==> src/rtl/mips_pkg.sv <==
// Shared MIPS decode definitions: opcode constants, immediate extension modes
// and the decoded-immediate record produced by imm_decode.
package mips_pkg;

    localparam logic [5:0] OP_SPECIAL = 6'h00;
    localparam logic [5:0] OP_J       = 6'h02;
    localparam logic [5:0] OP_JAL     = 6'h03;
    localparam logic [5:0] OP_BEQ     = 6'h04;
    localparam logic [5:0] OP_BNE     = 6'h05;
    localparam logic [5:0] OP_ADDI    = 6'h08;
    localparam logic [5:0] OP_ADDIU   = 6'h09;
    localparam logic [5:0] OP_SLTI    = 6'h0A;
    localparam logic [5:0] OP_SLTIU   = 6'h0B;
    localparam logic [5:0] OP_ANDI    = 6'h0C;
    localparam logic [5:0] OP_ORI     = 6'h0D;
    localparam logic [5:0] OP_XORI    = 6'h0E;
    localparam logic [5:0] OP_LUI     = 6'h0F;
    localparam logic [5:0] OP_LW      = 6'h23;
    localparam logic [5:0] OP_SW      = 6'h2B;

    typedef enum logic [2:0] {
        EXT_NONE   = 3'd0,
        EXT_ZERO   = 3'd1,
        EXT_SIGN   = 3'd2,
        EXT_HIGH   = 3'd3,
        EXT_BRANCH = 3'd4
    } ext_mode_t;

    typedef struct packed {
        logic [31:0] imm;
        ext_mode_t   mode;
        logic        illegal;
    } dec_t;

endpackage

==> src/rtl/imm_decode.sv <==
// Combinational opcode-driven immediate extender: selects the extension mode
// and builds the 32-bit operand from the 16-bit immediate field.
module imm_decode
    import mips_pkg::*;
(
    input  logic [5:0]  opcode_i,
    input  logic [15:0] imm_i,
    output dec_t        dec_o
);

    always_comb begin
        // NOTE: every output gets a default first so no path through the case infers a latch.
        dec_o = '{imm: 32'h0, mode: EXT_NONE, illegal: 1'b0};
        unique case (opcode_i)
            OP_ANDI, OP_ORI, OP_XORI: begin
                dec_o.mode = EXT_ZERO;
                dec_o.imm  = {16'h0, imm_i};
            end
            OP_ADDI, OP_ADDIU, OP_SLTI, OP_SLTIU, OP_LW, OP_SW: begin
                dec_o.mode = EXT_SIGN;
                dec_o.imm  = {{16{imm_i[15]}}, imm_i};
            end
            OP_LUI: begin
                dec_o.mode = EXT_HIGH;
                dec_o.imm  = {imm_i, 16'h0};
            end
            OP_BEQ, OP_BNE: begin
                dec_o.mode = EXT_BRANCH;
                dec_o.imm  = {{14{imm_i[15]}}, imm_i, 2'b00};
            end
            OP_SPECIAL, OP_J, OP_JAL: ;
            default: dec_o.illegal = 1'b1;
        endcase
    end

endmodule

==> src/rtl/imm_ext_ctrl.sv <==
// Decode-stage immediate controller: decodes the incoming instruction and
// holds results in a 2-entry skid buffer so in_ready never depends on out_ready.
module imm_ext_ctrl
    import mips_pkg::*;
#(
    parameter int TAG_W = 5
) (
    input  logic             clk,
    input  logic             rst_n,
    input  logic             in_valid,
    output logic             in_ready,
    input  logic [31:0]      in_instr,
    input  logic [TAG_W-1:0] in_tag,
    input  logic             flush,
    output logic             out_valid,
    input  logic             out_ready,
    output logic [31:0]      out_imm,
    output logic [2:0]       out_mode,
    output logic [TAG_W-1:0] out_tag,
    output logic             out_illegal
);

    typedef enum logic [1:0] {S_EMPTY, S_ONE, S_TWO} state_t;

    typedef struct packed {
        dec_t             dec;
        logic [TAG_W-1:0] tag;
    } entry_t;

    state_t state_q;
    entry_t head_q;
    entry_t skid_q;
    entry_t new_entry;
    dec_t   dec;
    logic   accept;
    logic   pop;
    logic   unused_instr_bits;

    imm_decode u_decode (
        .opcode_i (in_instr[31:26]),
        .imm_i    (in_instr[15:0]),
        .dec_o    (dec)
    );

    // Register-select fields are decoded elsewhere in the stage.
    assign unused_instr_bits = ^in_instr[25:16];

    assign new_entry = '{dec: dec, tag: in_tag};
    assign in_ready  = (state_q != S_TWO);
    assign out_valid = (state_q != S_EMPTY);
    assign accept    = in_valid & in_ready;
    assign pop       = out_valid & out_ready;

    // Head data is left untouched by flush; out_valid already masks it.
    always_ff @(posedge clk or negedge rst_n) begin
        // NOTE: data registers are reset too, because the outputs must read zero during reset.
        if (!rst_n) begin
            state_q <= S_EMPTY;
            head_q  <= '0;
            skid_q  <= '0;
        end else if (flush) begin
            state_q <= S_EMPTY;
        end else begin
            // NOTE: non-blocking assignments so every register samples pre-edge values.
            unique case (state_q)
                S_EMPTY: begin
                    if (accept) begin
                        head_q  <= new_entry;
                        state_q <= S_ONE;
                    end
                end
                S_ONE: begin
                    if (accept && pop) begin
                        head_q <= new_entry;
                    end else if (accept) begin
                        skid_q  <= new_entry;
                        state_q <= S_TWO;
                    end else if (pop) begin
                        state_q <= S_EMPTY;
                    end
                end
                S_TWO: begin
                    if (pop) begin
                        head_q  <= skid_q;
                        state_q <= S_ONE;
                    end
                end
                default: state_q <= S_EMPTY;
            endcase
        end
    end

    assign out_imm     = head_q.dec.imm;
    assign out_mode    = head_q.dec.mode;
    assign out_tag     = head_q.tag;
    assign out_illegal = head_q.dec.illegal;

endmodule
==> config.mk <==
export PLATFORM = sky130hd
export DESIGN_NAME = imm_ext_ctrl
export DESIGN_NICKNAME = d
export VERILOG_FILES = /design/src/rtl/mips_pkg.sv /design/src/rtl/imm_decode.sv /design/src/rtl/imm_ext_ctrl.sv
export SDC_FILE = /design/constraint.sdc
export NUM_CORES = 1
export LEC_CHECK = 0
export CORE_AREA = 2 2 92 112
export DETAILED_ROUTE_END_ITERATION = 7
export DIE_AREA = 0 0 94 114
export PLACE_DENSITY = 0.75
export SKIP_CTS_REPAIR_TIMING = 1
export SLEW_MARGIN = 0
export SYNTH_ARGS = -nofsm -noshare
export SYNTH_HDL_FRONTEND = slang
export SYNTH_HIERARCHICAL = 1
export SYNTH_SLANG_ARGS = --single-unit
==> constraint.sdc <==
create_clock -name clk -period 1.6 [get_ports clk]
set_clock_uncertainty 0.05 [all_clocks]
set_input_delay 0.32 -clock clk [delete_from_list [all_inputs] [get_ports clk]]
set_output_delay 0.32 -clock clk [all_outputs]
set_load 0.1 [all_outputs]
==> reports/results.tsv <==
metric	value	unit
timing.setup.tns	-9.05	ns
grt_pass1_wl	17200	um
grt_max_degree	38	
cts_htree_levels	3	
synth_cell_type_count	36	
overflow	0	
p_leak	0.00331	uW
synth_area_leader_cell	dfrtp_1	
synthCells	402	
clkPwrFrac	28.2	%
finalCriticalPeriod	1.77	ns
worst_path_max_delay_cell	dfrtp_1	
vias_per_cell	5.48	
cts_tree	built	
drive_gt1_share	40.6	%
finalWorstSetupSlack	-0.174	ns
synth_area	4410	um2
crit_path_max_incr_delay	0.42	ns
cp_data_arrival_time	1.95	ns
path_max_fanout	7	
die_y	114	um
clockBufferDepth	2	
failed_checks	setup timing	
ys_seq_elements	84	
switching_power	2360	uW
grt_pass1_vias	3420	
design.core.area	9760	um2
p_int	4500	uW
antenna_found_initial	0	
synth.net_count	444	
hp-class	primary input to async pin	
dieArea	10700	um2
die_w	94	um
drt-total-wl	12200	um
maxCapViolations	0	
switching_share	34.4	%
drtIter0Drc	275	
syn_to_final_growth	48.7	%
root_buffer	clkbuf_16	
drv_slew	0	
routedWlPerCell	19.1	um
worstMarginPinSlew	0.431	ns
crit_buf_inv	2	
grt_usage	20.8	%
cp_top_family	flip-flops	
crit_chain	and2b_2, nand2b_1, a21oi_4, buf_12, clkbuf_16, mux2_4	
ys_warn_count	6	
portBuffers	74	
required	1.77	ns
criticalPathCategory	flop to flop	
ir_drop	0.526	mV
whs	0.406	ns
grt_setup_unrepaired	true	
synth.top_cells.by_area	dfrtp_1 (48%), mux2_4 (14%), nand2_1 (11%), mux2_2 (11%), nand3_1 (3.5%)	
critPathCaptureType	flop	
hold_violations	0	
ys_seq_area_share	47.7	%
drc_errors	0	
max_slew_margin	71.3	%
fin_crit_sh	111	%
rows	40	
netlist.area_leader.share	47.7	%
synth-edff-count	0	
setup_violations	84	
clock_sinks	84	
initial_core_util	45.2	%
p_per_area	1040	nW/um2
synth-async-reset-ratio	100	%
clock_latency	0.34	ns
dr_total_vias	3513	
drtAntennaViolNets	0	
diodes	0	
comb_power_share	33.9	%
status	complete, but fails checks	
setup.worst_path.start_class	flop	
synth_ff_type	dfrtp_1	
path_clk_slew	0.06	ns
gp_congestion	0.874	
pin_count	85	
avgSynthCellArea	11.0	um2
nNetsFinal	553	
cts_buffers	9	
hpwl	7480	um
fmax	0.564	GHz
place_ws	-0.758	ns
drt_pre_antenna_iters	7	
seq_power_share	37.9	%
==> area by class of cell <==
| type | instances | area [um2] |
|---|---|---|
| Timing Repair Buffer | 123 | 1810 |
| Sequential cell | 84 | 2100 |
| Fill cell | 667 | 3200 |
| Inverter | 3 | 18.8 |
| Clock inverter | 4 | 25.0 |
| Tap cell | 126 | 158 |
| Multi-Input combinational cell | 290 | 2190 |
| Clock buffer | 11 | 253 |
==> cells in the mapped netlist, types with 2 or more instances <==
cell,number
buf_6,2
o21a_1,2
and2b_1,2
nand2_1,127
nand3_1,31
inv_1,2
clkbuf_1,12
buf_12,4
mux2_4,40
a22o_1,14
nand2b_1,2
dfrtp_1,84
buf_2,8
and2_1,4
mux2_2,42
nor2_1,6
==> power by group through the flow <==
stage	Sequential [uW]	Combinational [uW]	Clock [uW]
finish	2600	2320	1930
global route	2620	2400	2050
CTS	2590	2220	1970
detailed placement	2620	2220	0
global placement	2610	2180	0
floorplan	3370	576	0
==> flip-flops by register name, indices dropped and copies added (netlist names) <==
signal,count
out_tag,5
state_q,2
out_illegal,1
out_mode,3
out_imm,32
skid_q,41
==> placed cells by master (no fill, tap or decap), types with 14 or more instances in the layout <==
cell,count
clkdlybuf4s50_1,24
nand2_1,127
buf_12,55
a22o_1,14
mux2_2,42
buf_4,27
nand3_1,24
clkbuf_16,14
dfrtp_1,83
mux2_4,40
==> final timing paths <==
kind,cells past startpoint,slack (ns),end,startpoint
setup / recovery,6,-0.17,out_imm[19]$_DFFE_PN0P_,state_q[1]$_DFFE_PN0P_
hold / removal,2,0.41,out_illegal$_DFFE_PN0P_,rst_n
setup reg to reg,6,-0.17,out_imm[19]$_DFFE_PN0P_,state_q[1]$_DFFE_PN0P_
hold reg to reg,1,0.46,skid_q[26]$_DFFE_PN0P_,skid_q[26]$_DFFE_PN0P_
max in group asynchronous,3,0.59,out_imm[6]$_DFFE_PN0P_,rst_n
min in group clk,1,0.46,skid_q[26]$_DFFE_PN0P_,skid_q[26]$_DFFE_PN0P_
==> per-stage QoR <==
stage	instance area, um2	instances	utilization (%)	total power, uW
final	6560	641	67.2	6850
after global routing	6560	641	67.2	7070
after CTS	6230	624	63.8	6780
after detailed placement	5950	609	61.0	4840
after global placement	5950	609	61.0	4790
after floorplan	4430	402	-	3940
==> layer usage <==
metal  GRT usage, %  vias up  share of wire, %
met5              0        -                 0
met3           4.76       28               4.7
li1               -     1582                 -
met2           35.1      143                53
met1           25.8     1760                39
met4           8.12        0               2.7
==> kinds of logic (layout without fill, tap and decap cells) <==
family	after synthesis	count (layout)	share of synthesized area (%)
buf+inv	29	141	4.51
simple gates	181	181	17.9
flops	84	84	47.7
compound gates	25	26	5.36
mux	83	83	24.6
Power figures use the tool's default switching activity.
